==> src/rtl/mips_mc_pkg.sv <==
// ============================================================================
// mips_mc_pkg : state encodings, opcodes and control constants shared by the
// multi-cycle MIPS controller. Revision 1.0
// ============================================================================
`default_nettype none

package mips_mc_pkg;

   localparam logic [3:0] S_IDLE   = 4'd0;
   localparam logic [3:0] S_FETCH  = 4'd1;
   localparam logic [3:0] S_DECODE = 4'd2;
   localparam logic [3:0] S_MEMADR = 4'd3;
   localparam logic [3:0] S_MEMRD  = 4'd4;
   localparam logic [3:0] S_MEMWB  = 4'd5;
   localparam logic [3:0] S_MEMWR  = 4'd6;
   localparam logic [3:0] S_EXEC   = 4'd7;
   localparam logic [3:0] S_ALUWB  = 4'd8;
   localparam logic [3:0] S_BRANCH = 4'd9;
   localparam logic [3:0] S_ADDIEX = 4'd10;
   localparam logic [3:0] S_ADDIWB = 4'd11;
   localparam logic [3:0] S_JUMP   = 4'd12;

   // Same encodings as the single-cycle decoder
   localparam logic [5:0] OP_R    = 6'b000000;
   localparam logic [5:0] OP_LW   = 6'b100011;
   localparam logic [5:0] OP_SW   = 6'b101011;
   localparam logic [5:0] OP_BEQ  = 6'b000100;
   localparam logic [5:0] OP_BNE  = 6'b000101;
   localparam logic [5:0] OP_ADDI = 6'b001000;
   localparam logic [5:0] OP_J    = 6'b000010;

   localparam logic [1:0] ALUOP_ADD   = 2'b00;
   localparam logic [1:0] ALUOP_SUB   = 2'b01;
   localparam logic [1:0] ALUOP_FUNCT = 2'b10;

   localparam logic [1:0] SRCB_B     = 2'b00;
   localparam logic [1:0] SRCB_FOUR  = 2'b01;
   localparam logic [1:0] SRCB_IMM   = 2'b10;
   localparam logic [1:0] SRCB_IMMSH = 2'b11;

   localparam logic [1:0] PCSRC_ALU    = 2'b00;
   localparam logic [1:0] PCSRC_ALUOUT = 2'b01;
   localparam logic [1:0] PCSRC_JUMP   = 2'b10;

   typedef struct packed {
      logic       pc_write;
      logic       pc_write_cond;
      logic       branch_ne;
      logic       iord;
      logic       mem_read;
      logic       mem_write;
      logic       ir_write;
      logic       reg_dst;
      logic       mem_to_reg;
      logic       reg_write;
      logic       alu_src_a;
      logic [1:0] alu_src_b;
      logic [1:0] alu_op;
      logic [1:0] pc_source;
      logic       instr_done;
   } ctrl_t;

   function automatic logic is_legal_op(input logic [5:0] op);
      return (op == OP_R) || (op == OP_LW) || (op == OP_SW) || (op == OP_BEQ) ||
             (op == OP_BNE) || (op == OP_ADDI) || (op == OP_J);
   endfunction

endpackage

`default_nettype wire

==> src/rtl/mc_ctrl_outdec.sv <==
// ============================================================================
// mc_ctrl_outdec : combinational state -> control word decode (Moore outputs).
// Optional macro MC_MEM_WAIT_EN gates fetch/store strobes with memory ready.
// Revision 1.0
// ============================================================================
`default_nettype none

module mc_ctrl_outdec
   import mips_mc_pkg::*;
(
   input  logic [3:0] i_state,
   input  logic [5:0] i_opcode,
   input  logic       i_mem_ready,
   output ctrl_t      o_ctrl
);

   logic w_rdy;

`ifdef MC_MEM_WAIT_EN
   assign w_rdy = i_mem_ready;
`else
   logic w_unused_mem_ready;
   assign w_unused_mem_ready = i_mem_ready;
   assign w_rdy = 1'b1;
`endif

   always_comb begin
      o_ctrl = '0;
      case (i_state)
         S_FETCH: begin
            // PC/IR capture only once the instruction word is actually there
            o_ctrl.mem_read  = 1'b1;
            o_ctrl.alu_src_b = SRCB_FOUR;
            o_ctrl.pc_write  = w_rdy;
            o_ctrl.ir_write  = w_rdy;
         end
         S_DECODE: begin
            o_ctrl.alu_src_b  = SRCB_IMMSH;
            o_ctrl.instr_done = ~is_legal_op(i_opcode);
         end
         S_MEMADR: begin
            o_ctrl.alu_src_a = 1'b1;
            o_ctrl.alu_src_b = SRCB_IMM;
         end
         S_MEMRD: begin
            o_ctrl.mem_read = 1'b1;
            o_ctrl.iord     = 1'b1;
         end
         S_MEMWB: begin
            o_ctrl.mem_to_reg = 1'b1;
            o_ctrl.reg_write  = 1'b1;
            o_ctrl.instr_done = 1'b1;
         end
         S_MEMWR: begin
            o_ctrl.mem_write  = 1'b1;
            o_ctrl.iord       = 1'b1;
            o_ctrl.instr_done = w_rdy;
         end
         S_EXEC: begin
            o_ctrl.alu_src_a = 1'b1;
            o_ctrl.alu_op    = ALUOP_FUNCT;
         end
         S_ALUWB: begin
            o_ctrl.reg_dst    = 1'b1;
            o_ctrl.reg_write  = 1'b1;
            o_ctrl.instr_done = 1'b1;
         end
         S_BRANCH: begin
            o_ctrl.alu_src_a     = 1'b1;
            o_ctrl.alu_op        = ALUOP_SUB;
            o_ctrl.pc_source     = PCSRC_ALUOUT;
            o_ctrl.pc_write_cond = 1'b1;
            o_ctrl.branch_ne     = (i_opcode == OP_BNE);
            o_ctrl.instr_done    = 1'b1;
         end
         S_ADDIEX: begin
            o_ctrl.alu_src_a = 1'b1;
            o_ctrl.alu_src_b = SRCB_IMM;
         end
         S_ADDIWB: begin
            o_ctrl.reg_write  = 1'b1;
            o_ctrl.instr_done = 1'b1;
         end
         S_JUMP: begin
            o_ctrl.pc_source  = PCSRC_JUMP;
            o_ctrl.pc_write   = 1'b1;
            o_ctrl.instr_done = 1'b1;
         end
         default: o_ctrl = '0;
      endcase
   end

endmodule

`default_nettype wire

==> src/rtl/mips_multicycle_ctrl.sv <==
// ============================================================================
// mips_multicycle_ctrl : multi-cycle MIPS control FSM (state register,
// next-state logic, sticky illegal-opcode flag). Optional macro MC_MEM_WAIT_EN.
// Revision 1.0
// ============================================================================
`default_nettype none

module mips_multicycle_ctrl
   import mips_mc_pkg::*;
(
   input  logic       clk,
   input  logic       rst_n,
   input  logic [5:0] opcode,
   input  logic       mem_ready,
   output logic       PCWrite,
   output logic       PCWriteCond,
   output logic       BranchNe,
   output logic       IorD,
   output logic       MemRead,
   output logic       MemWrite,
   output logic       IRWrite,
   output logic       RegDst,
   output logic       MemtoReg,
   output logic       RegWrite,
   output logic       ALUSrcA,
   output logic [1:0] ALUSrcB,
   output logic [1:0] ALUOp,
   output logic [1:0] PCSource,
   output logic       instr_done,
   output logic       illegal_op,
   output logic [3:0] state
);

   logic [3:0] r_state;
   logic [3:0] w_next;
   logic       r_illegal_op;
   logic       w_rdy;
   ctrl_t      w_ctrl;

`ifdef MC_MEM_WAIT_EN
   assign w_rdy = mem_ready;
`else
   assign w_rdy = 1'b1;
`endif

   always_ff @(posedge clk or negedge rst_n) begin
      if (!rst_n) r_state <= S_IDLE;
      else        r_state <= w_next;
   end

   always_comb begin
      w_next = r_state;
      case (r_state)
         S_IDLE:   w_next = S_FETCH;
         S_FETCH:  w_next = w_rdy ? S_DECODE : S_FETCH;
         S_DECODE: begin
            case (opcode)
               OP_R:           w_next = S_EXEC;
               OP_LW, OP_SW:   w_next = S_MEMADR;
               OP_BEQ, OP_BNE: w_next = S_BRANCH;
               OP_ADDI:        w_next = S_ADDIEX;
               OP_J:           w_next = S_JUMP;
               default:        w_next = S_FETCH;
            endcase
         end
         S_MEMADR: w_next = (opcode == OP_LW) ? S_MEMRD : S_MEMWR;
         S_MEMRD:  w_next = w_rdy ? S_MEMWB : S_MEMRD;
         S_MEMWR:  w_next = w_rdy ? S_FETCH : S_MEMWR;
         S_EXEC:   w_next = S_ALUWB;
         S_ADDIEX: w_next = S_ADDIWB;
         S_MEMWB, S_ALUWB, S_BRANCH, S_ADDIWB, S_JUMP: w_next = S_FETCH;
         default:  w_next = S_IDLE;
      endcase
   end

   always_ff @(posedge clk or negedge rst_n) begin
      if (!rst_n)
         r_illegal_op <= 1'b0;
      else if ((r_state == S_DECODE) && !is_legal_op(opcode))
         r_illegal_op <= 1'b1;
   end

   mc_ctrl_outdec u_outdec (
      .i_state     (r_state),
      .i_opcode    (opcode),
      .i_mem_ready (mem_ready),
      .o_ctrl      (w_ctrl)
   );

   assign PCWrite     = w_ctrl.pc_write;
   assign PCWriteCond = w_ctrl.pc_write_cond;
   assign BranchNe    = w_ctrl.branch_ne;
   assign IorD        = w_ctrl.iord;
   assign MemRead     = w_ctrl.mem_read;
   assign MemWrite    = w_ctrl.mem_write;
   assign IRWrite     = w_ctrl.ir_write;
   assign RegDst      = w_ctrl.reg_dst;
   assign MemtoReg    = w_ctrl.mem_to_reg;
   assign RegWrite    = w_ctrl.reg_write;
   assign ALUSrcA     = w_ctrl.alu_src_a;
   assign ALUSrcB     = w_ctrl.alu_src_b;
   assign ALUOp       = w_ctrl.alu_op;
   assign PCSource    = w_ctrl.pc_source;
   assign instr_done  = w_ctrl.instr_done;
   assign illegal_op  = r_illegal_op;
   assign state       = r_state;

endmodule

`default_nettype wire

==> config.mk <==
export PLATFORM = sky130hd
export DESIGN_NAME = mips_multicycle_ctrl
export DESIGN_NICKNAME = d
export VERILOG_FILES = /design/src/rtl/mips_mc_pkg.sv /design/src/rtl/mc_ctrl_outdec.sv /design/src/rtl/mips_multicycle_ctrl.sv
export SDC_FILE = /design/constraint.sdc
export NUM_CORES = 1
export LEC_CHECK = 0
export BUFFER_PORTS_ARGS = -buffer_cell sky130_fd_sc_hd__buf_2
export CAP_MARGIN = 30
export CORE_AREA = 2 2 39 41
export DETAILED_ROUTE_END_ITERATION = 8
export DIE_AREA = 0 0 41 43
export PLACE_DENSITY = 0.85
export SLEW_MARGIN = 20
export SYNTH_ARGS = -nofsm -noshare
export SYNTH_HDL_FRONTEND = slang
export SYNTH_SLANG_ARGS = --single-unit
==> constraint.sdc <==
create_clock -name clk -period 2.58 [get_ports clk]
set_input_delay 0.129 -clock clk [delete_from_list [all_inputs] [get_ports clk]]
set_output_delay 0.129 -clock clk [all_outputs]
set_load 0.05 [all_outputs]
==> results.sh <==
export IMPL_dieHeight_um=43
export IMPL_fillers=137
export IMPL_place_gp_congestion=0.738
export IMPL_setup_worst_path_class="reg2out"
export IMPL_synthesis_yosys_warnings=0
export IMPL_postSynthNetCount=94
export IMPL_drc=0
export IMPL_start_util_pct=42.8
export IMPL_max_slew_worst_pin_slew_ps=479
export IMPL_finish_cell_count_without_fillers=129
export IMPL_floorplan_die_area_um2=1760
export IMPL_critPathLaunchType="flip-flop"
export IMPL_std_cell_rows=14
export IMPL_totalWireLength_um=1450
export IMPL_cts_buffers_inserted=3
export IMPL_cts_tree="built"
export IMPL_maximum_number_of_pins_on_one_net_before_global_route_repair=18
export IMPL_clk_insertion_delay_late_ps=240
export IMPL_synth_cell_area_um2=592
export IMPL_first_global_vias=555
export IMPL_routed_wire_length_per_instance_um=11.2
export IMPL_critPathArrivalTime_ps=2040
export IMPL_setup_tns_ps=0
export IMPL_die_width_um=41
export IMPL_final_max_slew_violation_count=0
export IMPL_period_needed_ps=2170
export IMPL_area_growth_syn_to_layout_pct=29.2
export IMPL_port_buffers=30
export IMPL_grt_setup_unrepaired="no"
export IMPL_ys_flop_type="sky130_fd_sc_hd__dfrtp_1"
export IMPL_asr_flop_ratio_synth_pct=100
export IMPL_synth_edf_count=0
export IMPL_count_of_state_elements_after_synthesis=5
export IMPL_cts_root_buf="sky130_fd_sc_hd__clkbuf_4"
export IMPL_yosysUniqueCellTypes=37
export IMPL_drt_pass1_iter_count=4
export IMPL_synth_sequential_area_ratio_pct=21.1
export IMPL_syn_instance_count=85
export IMPL_clkTransAtPathRegs_ps=40
export IMPL_timing_max_cap_violations=0
export IMPL_layout_worst_path_cycle_share_pct=84.0
export IMPL_worst_setup_path_end_kind="primary output"
export IMPL_routed_via_count=692
export IMPL_grtUsageTotal_pct=16.8
export IMPL_timing_final_hold_violations=0
export IMPL_drt_iter0_markers=10
export IMPL_core_area_um2=1380
export IMPL_max_slew_margin_rel_pct=68.0
export IMPL_timing_final_setup_violations=0
export IMPL_critical_path_peak_fanout=16
export IMPL_run_status="finished clean"
export IMPL_gr_total_overflow=0
export IMPL_cts_htree_levels=1
export IMPL_number_of_antenna_violations_at_the_first_check_in_global_routing=0
export IMPL_ff2ff_path_depth=4
export IMPL_critical_path_required_ps=2450
export IMPL_maximum_clock_skew_at_final_layout_ps=6.04
export IMPL_final_cell_mix="30 x sky130_fd_sc_hd__buf_2, 12 x sky130_fd_sc_hd__nor2_1, 9 x sky130_fd_sc_hd__nand2_1"
export IMPL_hold_path_class="in2async"
export IMPL_final_common_cell="sky130_fd_sc_hd__buf_2"
export IMPL_wire_length_of_the_first_global_routing_pass_um=2210
export IMPL_clock_path_buffers=2
export IMPL_hpwl_after_detailed_placement_um=1120
export IMPL_io_pins=32
export IMPL_total_number_of_nets_in_the_final_design=123
export IMPL_insertedDiodeCount=0
export IMPL_postLayoutCellArea_um2=764
export IMPL_timing_fmax_mhz=461
export IMPL_final_antenna_net_count=0
export IMPL_clkSinkCount=5
export IMPL_post_synth_cell_area_avg_um2=6.96
export IMPL_drive_above_1_share_pct=33.6
export IMPL_vias_per_cell=5.36
export IMPL_placedCellCount=124
export IMPL_placed_area_um2=728
==> flip-flops by register name, summed over array words and instances (netlist names) <==
name,cells
state,4
illegal_op,1
==> repair_timing <==
item	in CTS	in global routing
buffers inserted	0	0
hold buffers	1	0
hold endpoints to repair	5	0
resized for setup	0	0
==> path summary, 6_finish.rpt <==
kind | slack [ps] | to | from
max | 410 | instr_done | state[0]
min | 240 | state[2] | rst_n
max reg2reg | 890 | state[1] | state[0]
min reg2reg | 480 | illegal_op | illegal_op
max in group asynchronous | 2210 | state[3] | rst_n
min in group clk | 260 | state[1] | opcode[2]
==> cell families after synthesis <==
group	synth area share, %
buffers and inverters	8.46
xor gates and xnor gates	2.96
AOI/OAI and AO/OA	19.9
muxes	1.69
and+or+nand+nor	45.9
DFF	21.1
==> synthesized netlist by cell type, types with 2 or more instances <==
master / number / area (um2)
sky130_fd_sc_hd__inv_2: 2 / 7.51
sky130_fd_sc_hd__nor2_1: 12 / 45.0
sky130_fd_sc_hd__o21ai_0: 3 / 15.0
sky130_fd_sc_hd__buf_4: 2 / 15.0
sky130_fd_sc_hd__nand4b_1: 2 / 17.5
sky130_fd_sc_hd__dfrtp_1: 5 / 125
sky130_fd_sc_hd__nor2b_1: 2 / 12.5
sky130_fd_sc_hd__nand2b_1: 4 / 25.0
sky130_fd_sc_hd__nand3_1: 2 / 10.0
sky130_fd_sc_hd__buf_2: 4 / 20.0
sky130_fd_sc_hd__a211oi_1: 3 / 22.5
sky130_fd_sc_hd__nor3_1: 7 / 35.0
sky130_fd_sc_hd__or4_1: 3 / 22.5
sky130_fd_sc_hd__nand2_1: 9 / 33.8
sky130_fd_sc_hd__a21oi_1: 3 / 15.0
==> cell type report <==
class / count / area, um2 / area share [%]
clock buffer: 4 / 26.3 / 3.44
inverter: 3 / 11.3 / 1.47
multi-input combinational: 70 / 422 / 55.2
sequential: 5 / 125 / 16.4
tap: 16 / 20.0 / 2.62
timing repair buffer: 31 / 160 / 20.9
==> critical path: stages (launching register included) <==
cell and delay (ps):
sky130_fd_sc_hd__dfrtp_1 630, sky130_fd_sc_hd__and2b_1 250, sky130_fd_sc_hd__and2_1 150, sky130_fd_sc_hd__a2111oi_0 410, sky130_fd_sc_hd__o21ai_1 130, sky130_fd_sc_hd__buf_2 230
==> per-stage QoR <==
stage	utilization, %	hold WS (ps)	worst slack, ps
final	55.2	245	412
after global routing	55.2	267	248
after CTS	55.2	244	419
after detailed placement	52.6	-57.6	676
after global placement	52.6	-58.7	735
after floorplan	-	-167	186
==> per-layer routing <==
layer | global-route usage (%) | wire [um]
met1 | 23.8 | 681
met2 | 28.4 | 671
met3 | 1.57 | 92
met4 | 0 | 0
met5 | 0 | 0
Power is left out: the tool's default activity adds up to more than one toggle a clock period on the data nets, which glitch-free logic cannot reach.
